## src/rtl/idu_decode_stage.sv

```systemverilog
// idu_decode_stage: one-entry decode buffer between IFU and EXU with full RV32I field decode.
// Ports: clk_i/reset_i (async, active-high); IFU side inst_i, pc_i, inst_valid_i, inst_ready_o;
//   flush_i redirect; EXU side dec_valid_o, dec_ready_i and decoded dec_* fields from the buffer.
// Option: define IDU_RVE_EN for RV32E register checking (x16..x31 used -> illegal).
module idu_decode_stage #(
  parameter logic [31:0] RESET_PC = 32'h3000_0000,
  parameter logic [31:0] NOP_INST = 32'h0000_0013
) (
  input  logic        clk_i,
  input  logic        reset_i,
  input  logic [31:0] inst_i,
  input  logic [31:0] pc_i,
  input  logic        inst_valid_i,
  output logic        inst_ready_o,
  input  logic        flush_i,
  output logic        dec_valid_o,
  input  logic        dec_ready_i,
  output logic [31:0] dec_pc_o,
  output logic [31:0] dec_inst_o,
  output logic [4:0]  dec_rs1_o,
  output logic [4:0]  dec_rs2_o,
  output logic [4:0]  dec_rd_o,
  output logic [31:0] dec_imm_o,
  output logic [3:0]  dec_opclass_o,
  output logic [2:0]  dec_funct3_o,
  output logic        dec_funct7b5_o,
  output logic        dec_rf_we_o,
  output logic        dec_illegal_o
);
  typedef enum logic {EMPTY, FULL} state_e;
  state_e      state_q, state_d;
  logic [31:0] inst_q, inst_d, pc_q, pc_d;
  logic        accept, base_we, rve_bad;
  logic [3:0]  cls;
  always_ff @(posedge clk_i or posedge reset_i) begin
    if (reset_i) begin
      state_q <= EMPTY;
      inst_q  <= NOP_INST;
      pc_q    <= RESET_PC;
    end else begin
      state_q <= state_d;
      inst_q  <= inst_d;
      pc_q    <= pc_d;
    end
  end
  // Flush wins over everything; inst_ready_o is already low during flush so accept cannot fire.
  always_comb begin
    accept  = inst_valid_i && inst_ready_o;
    state_d = flush_i ? EMPTY : accept ? FULL : dec_ready_i ? EMPTY : state_q;
    inst_d  = flush_i ? NOP_INST : accept ? inst_i : inst_q;
    pc_d    = accept ? pc_i : pc_q;
  end
  always_comb begin
    inst_ready_o = !flush_i && (state_q == EMPTY || dec_ready_i);
    dec_valid_o  = state_q == FULL;
  end
  always_comb begin
    cls = 4'd15;
    if (inst_q[1:0] == 2'b11)
      case (inst_q[6:2])
        5'b01101: cls = 4'd0;
        5'b00101: cls = 4'd1;
        5'b11011: cls = 4'd2;
        5'b11001: cls = 4'd3;
        5'b11000: cls = 4'd4;
        5'b00000: cls = 4'd5;
        5'b01000: cls = 4'd6;
        5'b00100: cls = 4'd7;
        5'b01100: cls = 4'd8;
        5'b11100: cls = 4'd9;
        default:  cls = 4'd15;
      endcase
  end
  always_comb begin
    case (cls)
      4'd0, 4'd1:             dec_imm_o = {inst_q[31:12], 12'b0};
      4'd2:                   dec_imm_o = {{11{inst_q[31]}}, inst_q[31], inst_q[19:12], inst_q[20], inst_q[30:21], 1'b0};
      4'd3, 4'd5, 4'd7, 4'd9: dec_imm_o = {{20{inst_q[31]}}, inst_q[31:20]};
      4'd4:                   dec_imm_o = {{19{inst_q[31]}}, inst_q[31], inst_q[7], inst_q[30:25], inst_q[11:8], 1'b0};
      4'd6:                   dec_imm_o = {{20{inst_q[31]}}, inst_q[31:25], inst_q[11:7]};
      default:                dec_imm_o = 32'b0;
    endcase
  end
  // CSR ops write rd; ECALL/EBREAK (funct3==0) do not.
  assign base_we = (cls <= 4'd3) || cls == 4'd5 || cls == 4'd7 || cls == 4'd8 ||
                   (cls == 4'd9 && inst_q[14:12] != 3'b0);
`ifdef IDU_RVE_EN
  logic rs1_used, rs2_used;
  // CSR immediate forms (funct3[2]) carry a uimm in the rs1 field, not a register.
  assign rs1_used = (cls >= 4'd3 && cls <= 4'd8) ||
                    (cls == 4'd9 && inst_q[13:12] != 2'b0 && !inst_q[14]);
  assign rs2_used = cls == 4'd4 || cls == 4'd6 || cls == 4'd8;
  assign rve_bad  = (rs1_used && inst_q[19]) || (rs2_used && inst_q[24]) || (base_we && inst_q[11]);
`else
  assign rve_bad = 1'b0;
`endif
  assign dec_pc_o       = pc_q;
  assign dec_inst_o     = inst_q;
  assign dec_rs1_o      = inst_q[19:15];
  assign dec_rs2_o      = inst_q[24:20];
  assign dec_rd_o       = inst_q[11:7];
  assign dec_opclass_o  = cls;
  assign dec_funct3_o   = inst_q[14:12];
  assign dec_funct7b5_o = inst_q[30];
  assign dec_rf_we_o    = base_we && !rve_bad && inst_q[11:7] != 5'b0;
  assign dec_illegal_o  = cls == 4'd15 || rve_bad;
endmodule

```

## config.mk

```make
export PLATFORM = sky130hd
export DESIGN_NAME = idu_decode_stage
export DESIGN_NICKNAME = d
export VERILOG_FILES = /design/src/rtl/idu_decode_stage.sv
export SDC_FILE = /design/constraint.sdc
export NUM_CORES = 1
export LEC_CHECK = 0
export ABC_AREA = 1
export CORE_MARGIN = 2
export CORE_UTILIZATION = 40
export CTS_BUF_LIST = sky130_fd_sc_hd__clkbuf_4
export DETAILED_ROUTE_END_ITERATION = 8
export PLACE_DENSITY = 0.83
export SYNTH_ARGS = -nofsm -noshare
export SYNTH_HDL_FRONTEND = slang
export SYNTH_SLANG_ARGS = --single-unit
```

## constraint.sdc

```tcl
create_clock -name clk_i -period 2.62 [get_ports clk_i]
set_input_delay 0.393 -clock clk_i [delete_from_list [all_inputs] [get_ports clk_i]]
set_output_delay 0.393 -clock clk_i [all_outputs]
set_load 0.02 [all_outputs]
```

==> results of run 1 <==
[report_power, final]
part	total, W	leakage [nW]	switching, W	internal [W]
combinational	0.00129	1.99	0.000681	0.000608
clock	0.000764	0.0786	0.000377	0.000386
sequential	0.00122	0.821	0.000104	0.00111
[cell usage in the layout (no fill, tap or decap), types with 4 or more instances in the layout]
cell	Yosys	final
buf_6	1	28
inv_2	6	10
inv_1	15	10
nand2_4	4	11
buf_4	23	41
dfstp_2	5	5
nand3_4	1	4
o21ai_0	13	11
clkbuf_4	0	9
a22o_1	19	19
nand2_2	9	23
nand3_1	12	11
clkdlybuf4s50_1	0	153
nand4_1	25	25
nor2_1	9	6
nand2_1	186	165
dfrtp_1	60	60
[cell usage after synthesis, types with 2 or more instances]
cell / count / share of area
a21oi_1: 5 / 0.0072
a21oi_2: 3 / 0.0076
a22o_1: 19 / 0.048
buf_1: 5 / 0.0054
buf_2: 5 / 0.0072
buf_4: 23 / 0.050
clkbuf_1: 3 / 0.0032
dfrtp_1: 60 / 0.43
dfstp_2: 5 / 0.038
ha_1: 3 / 0.011
inv_1: 15 / 0.016
inv_2: 6 / 0.0065
nand2_1: 186 / 0.20
nand2_2: 9 / 0.016
nand2_4: 4 / 0.013
nand3_1: 12 / 0.017
nand3_2: 5 / 0.014
nand4_1: 25 / 0.045
nor2_1: 9 / 0.0097
nor2_4: 2 / 0.0065
o21ai_0: 13 / 0.019
[flip-flops by register name (all words and copies together), names as in the netlist]
name	count
dec_inst_o	32
dec_pc_o	32
dec_valid_o	1
[per-layer routing]
layer / routed length, um / vias up
met1: 4650 / 1783
met3: 1040 / 17
met2: 6120 / 158
met5: 0 / -
li1: - / 1785
met4: 206 / 0
[path summary, 6_finish.rpt]
check | startpoint | to | slack (ns) | cells after the start
worst min-delay path | reset_i | dec_pc_o[9] | 0.26 | 2
min in group clk_i | dec_pc_o[29] | dec_pc_o[29] | 0.48 | 2
worst max-delay path | dec_inst_o[3] | dec_imm_o[25] | -0.16 | 14
worst max register to register | dec_valid_o | dec_inst_o[3] | 0.42 | 8
worst min register to register | dec_pc_o[29] | dec_pc_o[29] | 0.48 | 2
max in group asynchronous | reset_i | dec_inst_o[27] | 1.82 | 3
[repair_timing]
item                                    4_1_cts  5_1_grt
endpoints found under the setup margin       38       35
resized for setup                           211       48
endpoints found under the hold margin         0        0
pin swaps                                    18       20
setup buffers                                 3        5
cloned                                        0        1
[metrics by stage]
step                std cells  instance area, um^2  total power [W]  hold slack (ns)
floorplan                 426                 3470          0.00181            0.459
global placement          715                 5530          0.00241            0.457
detailed placement        715                 5530          0.00243            0.458
CTS                       733                 5770          0.00322            0.233
global route              739                 5990          0.00344            0.248
finish                    739                 5990          0.00327            0.258
[area by class of cell]
type,count,area share
Tap cell,105,0.0219
Sequential cell,65,0.273
Clock buffer,9,0.0113
Timing Repair Buffer,230,0.379
Inverter,22,0.0150
Clock inverter,6,0.0155
Multi-Input combinational cell,302,0.285
[logic make-up after synthesis]
| logic type | count (synthesis) | share of synthesized area |
|---|---|---|
| flops | 65 | 0.470 |
| simple gates | 258 | 0.343 |
| buf+inv | 59 | 0.0933 |
| compound gates | 41 | 0.0832 |
| fa+ha+maj | 3 | 0.0108 |
==> impl_metrics.ini, run 1 <==
[worst_setup_path]
arrival_ns = 2.38
crit_chain = inv_2 > ha_4 > inv_1 > nand2_1 > nand3_1 > nand3_2 > nand2_4 > inv_6 > nand2_4 > nor2_4 > nand2_4 > clkbuf_16 > nand4_1 > buf_6
start_kind = register
crit_family = simple AND/OR/NAND/NOR gates
endpoint_kind = output pin
required_ns = 2.23
crit_path_max_fanout = 6
cp_common_cell = nand2_4
crit_path_top_delay_cell = dfrtp_1
cp_num_buf_inv = 5
slowest_delay_ns = 0.43
critical_path_class = reg2out

[global_routing]
grt_util_met2 = 0.408
grt_use_met1 = 0.281
grt_max_degree = 64
met3_usage = 0.0885
grt_pass1_vias = 3702
grt_antenna_before_repair = 0
busiest_layer = met2
grt_use_total = 0.242
grt_pass1_wl_um = 18600
overflow = 0

[cts]
path_clk_slew_ns = 0.12
clock-root-buffer = clkbuf_4
clockBufferDepth = 2
cts_sinks = 65
cts_buffers = 9
ctsHtreeMaxLevel = 3
tritoncts = done
worstSkewPairLatency_ns = 0.40
ctsHoldBuffers = 0

[sta]
skew_ns = 0.0146
maxSlewViolCount = 0
hold_violations = 0
rsz0062_at_grt = true
finalSetupViolCount = 32
tns_ns = -3.41
slew_headroom = 0.356
min_period_over_period = 1.06
tightest_slew_ns = 0.965
fmax_mhz = 360
period_needed_ns = 2.78
fin_ws_ns = -0.158

[drt]
via_per_inst = 5.06
drc = 0
drtAntennaViolNets = 0
firstDrtPassIters = 5
wire_per_inst_um = 16.3
vias = 3743
drt_iter0_drc = 155
drt-total-wl_um = 12000

[cells_and_area]
fill_cells = 601
area_delta_synth_final_pct = 72.5
multi_input_area_um2 = 1710
finalNetCount = 702
drive_gt1_frac = 0.259
utilization = 0.722
seqCellArea_um2 = 1630
antenna_cells = 0

[synth]
avgSynthCellArea_um2 = 8.15
synth_seq_cells = 65
ys.flop_type = dfrtp_1
synthArstFlopShare = 1.00
synth_cell_type_count = 30
synth_nets = 498
syn_area_um2 = 3470
postSynthCellCount = 426
ys_seq_area_frac = 0.470
synth_warnings = 0
synth_edf_count = 0

[die]
fp-row-count = 33
die_w_um = 97.2
initial_core_util = 0.419
die_h_um = 97.2
placeableCoreArea_um2 = 8300
dieArea_um2 = 9440
io_pins = 192

[run]
maxCapViolations = 0

[place]
io_buffers = 191
gp_congestion = 0.879
dp_hpwl_um = 8310
dp_slack_ns = -0.176

[pwr]
powerDensity_nw_per_um2 = 546
peakVddDrop_mv = 0.332
p_leak_nw = 2.89

[status]
violations = setup timing
status = finished with violations

[worst_hold_path]
hp-class = in2async
Power figures use the tool's default switching activity.
==> inputs of run 2 (changes only) <==
CTS_CLUSTER_SIZE = 40   (was unset)
==> results of run 2 <==
The final DEF is identical to that of run 1; final timing and power are the same.
